`src/rtl/seq_alu.sv`:
```
// Sequential ALU with valid/ready handshake and a shift-add multiplier (op 6).
// Define SEQ_ALU_HEX_EN to drive the seven-segment hex output; otherwise hex is blank.
module seq_alu #(
    parameter  int WIDTH  = 4,
    localparam int DIGITS = (2*WIDTH+3)/4
) (
    input  logic                  clock,
    input  logic                  resetn,
    input  logic [WIDTH-1:0]      a,
    input  logic [WIDTH-1:0]      b,
    input  logic                  cin,
    input  logic [2:0]            op,
    input  logic                  in_valid,
    output logic                  in_ready,
    output logic [2*WIDTH-1:0]    result,
    output logic                  out_valid,
    input  logic                  out_ready,
    output logic                  busy,
    output logic                  zero,
    output logic [7*DIGITS-1:0]   hex
);
    localparam int CW = $clog2(WIDTH+1);

    typedef enum logic {IDLE, MUL} state_t;
    state_t state, state_next;

    logic [2*WIDTH-1:0] mcand, prod, prod_next, alu_val;
    logic [WIDTH-1:0]   mplier;
    logic [CW-1:0]      cnt;
    logic               accept, last_iter;

    function automatic int unsigned ones(input logic [WIDTH-1:0] v);
        int unsigned n;
        n = 0;
        for (int unsigned i = 0; i < WIDTH; i++) n += int'(v[i]);
        return n;
    endfunction

    assign busy      = (state == MUL);
    assign in_ready  = !busy && (!out_valid || out_ready);
    assign accept    = in_valid && in_ready;
    assign last_iter = busy && (cnt == CW'(WIDTH-1));
    assign prod_next = prod + (mplier[0] ? mcand : '0);
    assign zero      = (result == '0);

    always_ff @(posedge clock or negedge resetn) begin
        if (!resetn) state <= IDLE;
        else         state <= state_next;
    end

    always_comb begin
        state_next = state;
        case (state)
            IDLE: if (accept && op == 3'd6) state_next = MUL;
            MUL:  if (last_iter)            state_next = IDLE;
            default:                        state_next = IDLE;
        endcase
    end

    always_comb begin
        alu_val = '0;
        case (op)
            3'd0: alu_val = (2*WIDTH)'(a) + (2*WIDTH)'(b) + (2*WIDTH)'(cin);
            3'd1: alu_val = {{(WIDTH-1){1'b0}}, (a < b), a - b};
            3'd2: alu_val = {a ^ b, a | b};
            3'd3: alu_val = (|{a, b}) ? {{WIDTH{1'b0}}, {WIDTH{1'b1}}} : '0;
            3'd4: alu_val = (ones(a) == 1 && ones(b) == 2) ? {a, b} : '0;
            3'd5: alu_val = {a, ~b};
            3'd7: alu_val = result + (2*WIDTH)'(a);
            default: alu_val = '0;
        endcase
    end

    always_ff @(posedge clock or negedge resetn) begin
        if (!resetn) begin
            result    <= '0;
            out_valid <= 1'b0;
            mcand     <= '0;
            mplier    <= '0;
            prod      <= '0;
            cnt       <= '0;
        end else begin
            if (busy) begin
                prod   <= prod_next;
                mcand  <= mcand << 1;
                mplier <= mplier >> 1;
                cnt    <= cnt + CW'(1);
            end
            // Operands are latched here so later input changes cannot disturb MUL.
            if (accept && op == 3'd6) begin
                mcand  <= (2*WIDTH)'(a);
                mplier <= b;
                prod   <= '0;
                cnt    <= '0;
            end
            if (last_iter) begin
                result    <= prod_next;
                out_valid <= 1'b1;
            end else if (accept && op != 3'd6) begin
                result    <= alu_val;
                out_valid <= 1'b1;
            end else if (out_ready) begin
                out_valid <= 1'b0;
            end
        end
    end

`ifdef SEQ_ALU_HEX_EN
    logic [4*DIGITS-1:0] padded;

    always_comb begin
        padded                = '0;
        padded[2*WIDTH-1:0]   = result;
    end

    function automatic logic [6:0] seg7(input logic [3:0] n);
        case (n)
            4'h0: seg7 = 7'b1000000;  4'h1: seg7 = 7'b1111001;
            4'h2: seg7 = 7'b0100100;  4'h3: seg7 = 7'b0110000;
            4'h4: seg7 = 7'b0011001;  4'h5: seg7 = 7'b0010010;
            4'h6: seg7 = 7'b0000010;  4'h7: seg7 = 7'b1111000;
            4'h8: seg7 = 7'b0000000;  4'h9: seg7 = 7'b0010000;
            4'hA: seg7 = 7'b0001000;  4'hB: seg7 = 7'b0000011;
            4'hC: seg7 = 7'b1000110;  4'hD: seg7 = 7'b0100001;
            4'hE: seg7 = 7'b0000110;  default: seg7 = 7'b0001110;
        endcase
    endfunction

    for (genvar i = 0; i < DIGITS; i++) begin : g_digit
        assign hex[7*i +: 7] = seg7(padded[4*i +: 4]);
    end
`else
    assign hex = '1;
`endif
endmodule

```
`config.mk`:
```
export PLATFORM = sky130hd
export DESIGN_NAME = seq_alu
export DESIGN_NICKNAME = d
export VERILOG_FILES = /design/src/rtl/seq_alu.sv
export SDC_FILE = /design/constraint.sdc
export NUM_CORES = 1
export LEC_CHECK = 0
export CAP_MARGIN = 25
export CORE_ASPECT_RATIO = 1.25
export CORE_MARGIN = 1.5
export CORE_UTILIZATION = 60
export DETAILED_ROUTE_END_ITERATION = 12
export GPL_TIMING_DRIVEN = 0
export HOLD_SLACK_MARGIN = 0.08
export PLACE_DENSITY = 0.9
export SYNTH_ARGS = -nofsm -noshare
export SYNTH_HDL_FRONTEND = slang
export SYNTH_SLANG_ARGS = --single-unit
```
`constraint.sdc`:
```
create_clock -name clock -period 3.75 [get_ports clock]
set_input_delay 0.75 -clock clock [delete_from_list [all_inputs] [get_ports clock]]
set_output_delay 0.75 -clock clock [all_outputs]
set_load 0.01 [all_outputs]
```
# == Word level (Yosys, flattened, before mapping) ==
# Index checks and enable logic that the tools add are counted.
# classes
n_lt_le_gt_ge,1
div_mod_pow,0
bitwise,4
eq_ne,11
mux,20
n_reduce_logical,15
n_addsub,12
shifts,0
n_mul,0
# ops
cell,count
two-way mux 8 bit,8
one-hot mux 8 bit (7 select lines),1
"equality test 3 bit, second input constant",4
two-way mux 4 bit,3
"equality test 3 x 2 -> 1 bit, second input constant",3
adder 3 x 1 -> 4 bit,2
adder 8 x 4 -> 8 bit,1
adder 8 bit,1
zero test 8 bit,1
OR reduction 8 bit,1
adder 2 x 1 -> 3 bit,2
adder 5 x 1 -> 6 bit,1
logical AND 1 bit,6
two-way mux 3 bit,2
adder 4 x 4 -> 5 bit,1
two-way mux 1 bit,5
adder 1 x 1 -> 2 bit,2
"equality test 4 x 1 -> 1 bit, second input constant",1
"equality test 4 x 2 -> 1 bit, second input constant",1
less-than comparator 4 bit,1
inverter 4 bit,1
bitwise OR 4 bit,1
nonzero test 2 bit,2
subtractor 4 bit,1
10 further kinds,11
# totals
latchBits,0
out_inout_bits,26
mem_bits_rw,0
inputBits,16
regBits,33
romBits,0
mem_count,0

# == Depth between registers and ports, before layout ==
# Gate-level depths: netlist of run 1.
# logic_depth
word_depth,9
ltp_mapped,10
depth_no_buf,10

# == Worst setup path before layout of run 1 ==
# Ideal clock, no wire load.
# synth_path
path_type,input to register
startpoint,input port b[1]
endpoint,register result[4]
arrival_time_ps,2796
stages,10
setup_ps,134
path_buffers,0
setup_slack_ps,820
path_cell_list,inv_1 > fa_1 > inv_1 > ha_1 > ha_1 > nor4b_2 > and2_1 > and3_1 > a2111oi_0 > a21oi_1
# synth_between
elab_chain_cells,9
word_cells_on_any_way,12
classes_between,add/sub: 5; order compare: 1; eq/ne: 1; mux: 4; reduce/logical: 1
# synth_rtl
element,line,text
"start, declared",10,"input logic [WIDTH-1:0] b,"
adder 1 x 1 -> 2 bit,35,for (int unsigned i = 0; i < WIDTH; i++) n += int'(v[i]);
adder 2 x 1 -> 3 bit,35,
adder 3 x 1 -> 4 bit,35,
equality test 4 x 2 -> 1 bit,67,"3'd4: alu_val = (ones(a) == 1 && ones(b) == 2) ? {a, b} : '0;"
logical AND 1 bit,67,
two-way mux 8 bit,67,
one-hot mux 8 bit (7 select lines) *,62,case (op)
two-way mux 8 bit *,99,end else if (accept && op != 3'd6) begin
two-way mux 8 bit *,96,if (last_iter) begin
"end signal, assigned",97,result <= prod_next;
"end signal, assigned",100,result <= alu_val;
"end, declared",15,"output logic [2*WIDTH-1:0] result,"
# Every way passes the cells marked *; elsewhere a longest branch is shown, timed or not. The select of a mux whose other input is x is not followed.
# A chain may end at the register's enable or synchronous reset.

# == Final worst setup path of run 1 ==
# layout_path
startpoint,input port b[0]
endpoint,register result[4]
# Same word-level chain as after synthesis.

==> results.txt, run 1 <==
Outcome - complete, no violations
Die width - 65.8 microns
CTS buffer count - 5
First-pass GRT wire length - 12.2 mm
Power Dens Cells - 561 mW/mm^2
Initial antenna violation count - 0
Die H - 81.5 microns
Multiplexer area fraction after synthesis - 2.71%
Crit-path max FO - 6
Hold depth - 2
Internal cell power - 1.14 mW
Post-synthesis adder-cell area fraction - 17.4%
Yosys warning count - 0
Number of synthesized flops with an enable pin - 0
Post-Route WL - 7.54 mm
Detailed Routing Iterations Pass 1 - 5
Main synth FF type - dfrtp_1
Final ANT Viol Nets - 0
Simple-gate share of the synthesized area - 19.8%
Clk slew on worst S/H paths - 0.08 ns
Period utilization - 97.0%
# H-tree levels - 2
Setup TNS - 0 ns
Post-CTS Setup Repair Bufs - 0
VDD IR max - 0.438 mV
CTS Hold Bufs - 0
Clock group share of total power - 15.5%
CP Data Arrival Time - 3.81 ns
Sink Count - 33
Least-Margin Pin Slew - 0.754 ns
Clock skew - 0.0105 ns
Slew margin rel. - 49.7%
Synth top cells by count - dfrtp_1 (33), nand2_1 (32), ha_1 (30)
Post-synth ARST share - 100%
Routed vias/inst - 5.99
Syn Area/Cell - 8.59 sq um
DR WL/cell - 16.7 microns
Post-route DRC - 0
HPWL after DPL - 5.64 mm
Row count - 28
Seq/Total Area, Yosys - 27.9%
# setup viols final - 0
DP Area - 0.00335 sq mm
Total GRT Usage - 30.1%
Tot Pwr - 1.94 mW
XOR/XNOR share of the synthesized area - 3.26%
Final hold violations - 0
Pleak - 1.68 nW
Critical path class - input pin to flip-flop
Finished Layout Cells - 452
Pin count of the biggest net entering global routing - 34
CP Launch Type - input pin
CP endpoint kind - flip-flop
Vias - 2706
P_sw - 0.800 mW
Most common cell in the netlist - dfrtp_1
Synth Area in Compound Gates - 20.1%
Iter 0 DRT Violations - 285
Post-synth top area share - 27.9%
Placed insts - 444
Sw Ratio - 41.3%
Worst Hold Class - flip-flop to flip-flop
Core Util, Final - 73.0%
Unrepaired setup endpoints after global routing - no
Layout area overhead - 16.8%
Layout Nets - 444
Flops & latches, synth - 33
Starting Density - 62.5%
Clk Latency, worst-skew pair - 0.30 ns
Core outline area - 0.00473 sq mm
Port bufs - 27
Flop pwr share - 33.3%
Yosys top cell by area - dfrtp_1
CTS root buf - clkbuf_8
Ant. Diodes - 0
IO Count - 42
CTS tree - done
Maxcap violations - 0
Grt ovf - 0
Critical path required time - 3.92 ns
Cell variety after synth - 57
Comb pwr share - 51.2%
FMAX - 275 MHz
Largest family of logic cells by synthesized area - compound AO/OA/AOI/OAI gates
Clock tree buffer depth - 2
GPL Wtd Cong - 0.954
Die area - 0.00536 sq mm
Vias in the first global route - 2557
Pins Over Slew Limit - 0
Design area - 0.00345 sq mm
Minimum clock period - 3.64 ns
Cells on worst reg2reg path - 7
Synth area leaders - dfrtp_1 (28%), ha_1 (13%), fa_1 (4.7%)
Share of layout cells above drive strength 1 - 8.93%
Mapped cell area - 0.00296 sq mm
Cell count after synthesis - 344
[flip-flops by register name, indices dropped and copies added, names as in the netlist]
| name | cells |
|---|---|
| mcand | 8 |
| prod | 8 |
| result | 8 |
| mplier | 4 |
| cnt | 3 |
| busy | 1 |
| out_valid | 1 |
[what timing repair did]
item                       in CTS  in global routing
resized for setup               1                  3
pin swaps                       0                  0
setup endpoints to repair       1                  1
gates cloned                    0                  0
[logic make-up (layout without fill, tap and decap cells)]
kind of cell | Yosys count | after routing
AND/OR/NAND/NOR | 115 | 115
AO/OA/AOI/OAI | 88 | 88
buffers and inverters | 51 | 86
adder cells (fa/ha/maj) | 37 | 37
flip-flops | 33 | 33
XOR/XNOR | 11 | 11
multiplexers | 8 | 8
other | 1 | 14
[final cells by class]
type	count	area, sq um
Tap cell	60	75.1
Buffer	26	163
Clock buffer	7	96.3
Sequential cell	33	826
Multi-Input combinational cell	273	1920
Timing Repair Buffer	27	270
Inverter	25	93.8
Clock inverter	1	5.00
Fill cell	372	1280
[critical path: stages]
cell and delay (ns):
clkdlybuf4s50_1 0.68, inv_1 0.16, fa_1 0.55, inv_1 0.04, ha_1 0.17, ha_1 0.25, nor4b_2 0.17, and2_1 0.17
and3_1 0.20, a2111oi_0 0.53, a21oi_1 0.13
[metal layers]
layer  vias to the layer above  routed length [microns]  global-route usage [%]
met1                      1299                     3140                    37.0
met3                        22                      390                    4.38
met5                         -                        0                       0
li1                       1286                        -                       -
met2                        99                     3780                    53.2
met4                         0                      227                    11.0
[final timing paths]
check,start,to,slack (ns)
min in group asynchronous,resetn,result[7],0.51
worst max-delay path,b[0],result[4],0.11
worst min-delay path,mplier[1],mplier[1],0.48
worst min register to register,mplier[1],mplier[1],0.48
worst max register to register,result[0],result[4],1.35
max in group asynchronous,resetn,result[2],2.74
[power by group through the flow]
stage               Clock (mW)  Sequential [mW]  Combinational [mW]
floorplan                    0            0.637               0.648
global placement             0            0.640               0.948
detailed placement           0            0.648               0.972
CTS                      0.305            0.642               0.985
global route             0.319            0.666                1.10
finish                   0.300            0.646               0.991
[stage by stage]
stage          setup slack, ns  hold WS, ns
4_1_cts                 0.0941        0.487
6_report                 0.112        0.480
2_1_floorplan            0.820        0.447
5_1_grt                 0.0158        0.512
3_3_place_gp            -0.279        0.461
3_5_place_dp            -0.333        0.470
[placed cells by master, fill, tap and decap left out, types with 14 or more instances in the layout]
| master | Yosys | routed |
|---|---|---|
| o21ai_0 | 15 | 15 |
| nand2_1 | 32 | 32 |
| clkdlybuf4s50_1 | 0 | 23 |
| nor2_1 | 22 | 22 |
| conb_1 | 1 | 14 |
| nand3_1 | 15 | 15 |
| buf_4 | 15 | 15 |
| ha_1 | 30 | 30 |
| dfrtp_1 | 33 | 33 |
| inv_1 | 24 | 24 |
| a21oi_1 | 19 | 19 |
No activity file was read; power rests on OpenSTA's default activity.
==> inputs of run 2 (changes only) <==
Settings changed: SLEW_MARGIN from default to 20.
==> results of run 2 <==
Same layout as run 1: the final DEF is identical, and so are final timing and power.
